## src/rtl/alu_pkg.sv

```systemverilog
// Shared ALU datapath constants: word width, demux select codes, stage states.
// Used by demux1_to_2_stream (DEMUX_STATS_EN adds per-channel counters).
package alu_pkg;
  localparam int ALU_DATA_W = 8;
  localparam logic SEL_OUT0 = 1'b0;
  localparam logic SEL_OUT1 = 1'b1;

  typedef enum logic {
    ST_EMPTY = 1'b0,
    ST_FULL  = 1'b1
  } stage_st_e;
endpackage

```

## src/rtl/out_stage_reg.sv

```systemverilog
// One-entry valid/ready output register: load, drain, flush.
// DEMUX_STATS_EN adds a wrapping 16-bit output-transfer counter.
module out_stage_reg
  import alu_pkg::*;
#(
  parameter int DATA_W = ALU_DATA_W
) (
  input  logic              clk,
  input  logic              rst_n,
  input  logic              flush,
  input  logic              load,
  input  logic [DATA_W-1:0] load_data,
  output logic              out_valid,
  input  logic              out_ready,
  output logic [DATA_W-1:0] out_data
`ifdef DEMUX_STATS_EN
  ,
  output logic [15:0]       cnt
`endif
);

  stage_st_e         st_q, st_d;
  logic [DATA_W-1:0] data_q, data_d;
  logic              xfer;

  assign xfer = (st_q == ST_FULL) && out_ready;

  // flush wins over any load or drain in the same cycle
  always_comb begin
    st_d   = st_q;
    data_d = data_q;
    if (flush) begin
      st_d   = ST_EMPTY;
      data_d = '0;
    end else if (load) begin
      st_d   = ST_FULL;
      data_d = load_data;
    end else if (xfer) begin
      st_d   = ST_EMPTY;
    end
  end

  always_ff @(posedge clk or negedge rst_n) begin
    if (!rst_n) begin
      st_q   <= ST_EMPTY;
      data_q <= '0;
    end else begin
      st_q   <= st_d;
      data_q <= data_d;
    end
  end

  assign out_valid = (st_q == ST_FULL);
  assign out_data  = data_q;

`ifdef DEMUX_STATS_EN
  logic [15:0] cnt_q, cnt_d;

  always_comb begin
    cnt_d = cnt_q;
    if (flush) cnt_d = '0;
    else if (xfer) cnt_d = cnt_q + 16'd1;
  end

  always_ff @(posedge clk or negedge rst_n) begin
    if (!rst_n) cnt_q <= '0;
    else cnt_q <= cnt_d;
  end

  assign cnt = cnt_q;
`endif

endmodule

```

## src/rtl/demux1_to_2_stream.sv

```systemverilog
// Registered 1-to-2 stream demux from ALU result bus to two consumers.
// DEMUX_STATS_EN adds cnt0/cnt1 output-transfer counters.
module demux1_to_2_stream
  import alu_pkg::*;
#(
  parameter int DATA_W = ALU_DATA_W
) (
  input  logic              clk,
  input  logic              rst_n,
  input  logic              flush,
  input  logic              in_valid,
  output logic              in_ready,
  input  logic [DATA_W-1:0] in_data,
  input  logic              in_sel,
  output logic              out0_valid,
  input  logic              out0_ready,
  output logic [DATA_W-1:0] out0_data,
  output logic              out1_valid,
  input  logic              out1_ready,
  output logic [DATA_W-1:0] out1_data
`ifdef DEMUX_STATS_EN
  ,
  output logic [15:0]       cnt0,
  output logic [15:0]       cnt1
`endif
);

  logic room0, room1, in_xfer;
  logic load0, load1;

  assign room0 = !out0_valid || out0_ready;
  assign room1 = !out1_valid || out1_ready;

  // only the selected stage gates the input
  assign in_ready = !flush &&
                    ((in_sel == SEL_OUT1) ? room1 : room0);
  assign in_xfer  = in_valid && in_ready;
  assign load0    = in_xfer && (in_sel == SEL_OUT0);
  assign load1    = in_xfer && (in_sel == SEL_OUT1);

  out_stage_reg #(.DATA_W(DATA_W)) u_out0 (
    .clk       (clk),
    .rst_n     (rst_n),
    .flush     (flush),
    .load      (load0),
    .load_data (in_data),
    .out_valid (out0_valid),
    .out_ready (out0_ready),
    .out_data  (out0_data)
`ifdef DEMUX_STATS_EN
    ,
    .cnt       (cnt0)
`endif
  );

  out_stage_reg #(.DATA_W(DATA_W)) u_out1 (
    .clk       (clk),
    .rst_n     (rst_n),
    .flush     (flush),
    .load      (load1),
    .load_data (in_data),
    .out_valid (out1_valid),
    .out_ready (out1_ready),
    .out_data  (out1_data)
`ifdef DEMUX_STATS_EN
    ,
    .cnt       (cnt1)
`endif
  );

endmodule

```

## config.mk

```make
export PLATFORM = sky130hd
export DESIGN_NAME = demux1_to_2_stream
export DESIGN_NICKNAME = d
export VERILOG_FILES = /design/src/rtl/alu_pkg.sv /design/src/rtl/out_stage_reg.sv /design/src/rtl/demux1_to_2_stream.sv
export SDC_FILE = /design/constraint.sdc
export NUM_CORES = 1
export LEC_CHECK = 0
export ABC_AREA = 1
export CAP_MARGIN = 20
export CORE_MARGIN = 2
export CORE_UTILIZATION = 30
export CTS_BUF_LIST = sky130_fd_sc_hd__clkbuf_4 sky130_fd_sc_hd__clkbuf_8
export DETAILED_ROUTE_END_ITERATION = 12
export PLACE_DENSITY = 0.56
export SYNTH_ARGS = -nofsm -noshare
export SYNTH_HDL_FRONTEND = slang
export SYNTH_SLANG_ARGS = --single-unit
```

## constraint.sdc

```tcl
create_clock -name clk -period 1.24 [get_ports clk]
set_clock_uncertainty 0.1 [all_clocks]
set_input_delay 0.248 -clock clk [delete_from_list [all_inputs] [get_ports clk]]
set_output_delay 0.248 -clock clk [all_outputs]
set_load 0.03 [all_outputs]
```

==> results.md <==
* P_leak at 0.780 nW
* Via count at 855
* Avg WL per Cell at 12.4 µm
* I/O Pins at 34
* Critical path cell sequence: nand2_4 > nor2_4 > nor2_8 > buf_6
* Sink Count at 18
* Initial DRC count at 25
* Worst slack at placement at -0.373 ns
* Yosys top cell area share at 52.6%
* Share of cells above drive strength 1 at a little over a third
* Vias in the first global route at around 790
* Reg power frac at 46.6%
* Synth area leaders: dfrtp_1, nand2_1, nand3_1
* Sequential fraction of the synthesis area at 52.6%
* CORE AREA at about 0.0027 mm²
* Avg Cell Area, Syn at 8.56 µm²
* Fmax at 694 MHz
* Ant. Diodes at 0
* Routed vias/inst at between 4 and 5
* Total CTS buffers at 3
* Slowest CP cell: dfrtp_2
* CP startpoint kind: flop
* Critical Path End Type: output pin
* Post-Synthesis Cells at 100
* Met3 wire length at roughly 120 µm
* Die Height at approximately 57 µm
* Largest net degree at the start of global routing at 19
* Dpl cells at 171
* Final Non-Filler Cells at 182
* Fillers at 258
* Wl on met1 at between 1000 and 1500 µm
* Comb pwr share at 27.3%
* Top sig layer: met4
* Post-synthesis cell area at roughly 860 µm²
* Antenna violations before repair at 0
* Clk pwr share at 26.1%
* Layout Area Growth over Synthesis at 67.0%
* GRT overflow at 0
* Max Fanout on Critical Path at 2
* Setup TNS at -0.478 ns
* Synth area leader: dfrtp_1
* GRT Total Usage at roughly 14%
* Psw at 0.413 mW
* Synthesized flop and latch total at 18
* Die X at 57.4 µm
* VDD IR max at 713 µV
* Period utilisation layout at 116%
* Syn Nets at roughly 120
* Final setup fails at 10
* Min Tclk post-route at around 1.4 ns
* Met2 WL at between 1000 and 1500 µm
* Final HPWL DP at 1580 µm
* Critical path class: reg -> out
* Final Power at between 1 and 1.5 mW
* Drt pass-1 iters at 4
* First-pass GRT wire length at 3700 µm
* Status: finished with violations
* Initial core utilization at 31.3%
* Hold WC Path Type: in -> async
* Arr. time, crit path at about 1.1 ns
* DP Area at 0.00128 mm²
* Total of warnings raised by yosys at 0
* Max incr delay on CP at 0.44 ns
* CTS clk-pin slew, worst paths at 0.11 ns
* Clk Latency, worst-skew pair at between 0.2 and 0.3 ns
* TritonCTS clock tree: done
* Residual DRC count at 0
* Netlist cell types at 16
* Failing checks: setup timing
* Cell Rows at 19
* Clk buf depth at 2
* Final Hold Fails at 0
* Commonest cells after routing, fill and taps aside: nand2_1, buf_4, nand3_1, dfrtp_1, clkdlybuf4s50_1
* Port Buf Inserts at 33
* Final instance area at around 0.0014 mm²
* Fin worst setup slack at -0.200 ns
* Critical Path RT at 0.89 ns
* RSZ-0062 raised after global routing: yes
* Die Area at 0.00330 mm²
* CTS H-tree depth at 1
* Routed Antenna Nets at 0
* Pwr Density at just under 1000 mW/mm²
* Root buffer cell: clkbuf_4
* Routability cong. at 0.732
* Int Pwr at 0.969 mW
* Slew headroom at between 80% and 90%
* NumNets Final at between 150 and 200
* Worst-Margin Slew at 0.246 ns
* Routed Wire Length at 2270 µm
* MaxCap Viol Count at 0
* Sw Share at 29.9%
* Max Slew Vio Count at 0
## metal layers
layer	track usage (%)	vias up
met5	0	-
met4	3.99	0
met3	2.49	2
met2	22.4	21
met1	19.9	402
li1	-	430
## worst max-delay path: cells and delay by family, from the launching register on
kind / cells / cell delay, ns
DFF: 1 / 0.44
buffers and inverters: 1 / 0.13
and+or+nand+nor: 3 / 0.23
## logic make-up (layout without fill, tap and decap cells)
| logic type | Yosys count | after routing | synth area share, % |
|---|---|---|---|
| compound gates | 2 | 2 | 1.17 |
| buf+inv | 15 | 65 | 7.46 |
| flops | 18 | 18 | 52.6 |
| simple gates | 65 | 66 | 38.7 |
## area by class of cell
type	count	area [µm²]	share of cell area, %
inverter	12	45.0	3.15
sequential	18	453	31.7
timing repair buffer	49	469	32.8
clock buffer	4	36.3	2.54
multi-input combinational	68	387	27.1
tap	31	38.8	2.71
## state kept, by name, summed over array words and instances, names as in the netlist
register / count
u_out1.out_data: 8
u_out0.out_data: 8
u_out1.out_valid: 1
u_out0.out_valid: 1
## synth_stat cells (all sizes together)
master  instances
buf             2
clkbuf          1
dfrtp          18
inv            12
nand2          28
nand3          18
nand4           9
nor2           10
o21ai           2
## worst paths after layout
kind	startpoint	endpoint	slack, ns	depth (start not counted)
setup / recovery	u_out0.out_valid	in_ready	-0.20	4
hold / removal	rst_n	u_out0.out_data[6]	0.18	2
setup reg to reg	u_out0.out_valid	u_out0.out_data[0]	-0.05	7
hold reg to reg	u_out0.out_data[3]	u_out0.out_data[3]	0.41	2
max in group asynchronous	rst_n	u_out1.out_valid	0.72	2
min in group clk	flush	u_out0.out_valid	0.29	3
## per-stage QoR
step / hold WS [ns] / util, %
final: 0.184 / 52.3
after CTS: 0.182 / 49.9
after detailed placement: 0.393 / 47.0
after global placement: 0.389 / 47.0
after floorplan: -0.148 / -
after global routing: 0.174 / 52.3
## power groups by stage
stage	Combinational, mW	Clock [mW]	Sequential (mW)
after floorplan	0.102	0	0.721
after global placement	0.344	0	0.652
after detailed placement	0.347	0	0.653
after CTS	0.361	0.374	0.643
after global routing	0.405	0.397	0.649
final	0.377	0.361	0.645
## timing repair
item,CTS,global route
endpoints found under the setup margin,11,26
buffers inserted,2,4
hold buffers,0,0
gates cloned,1,0
resized for setup,9,9
pin swaps,5,2
(Power assumes the default switching activity.)
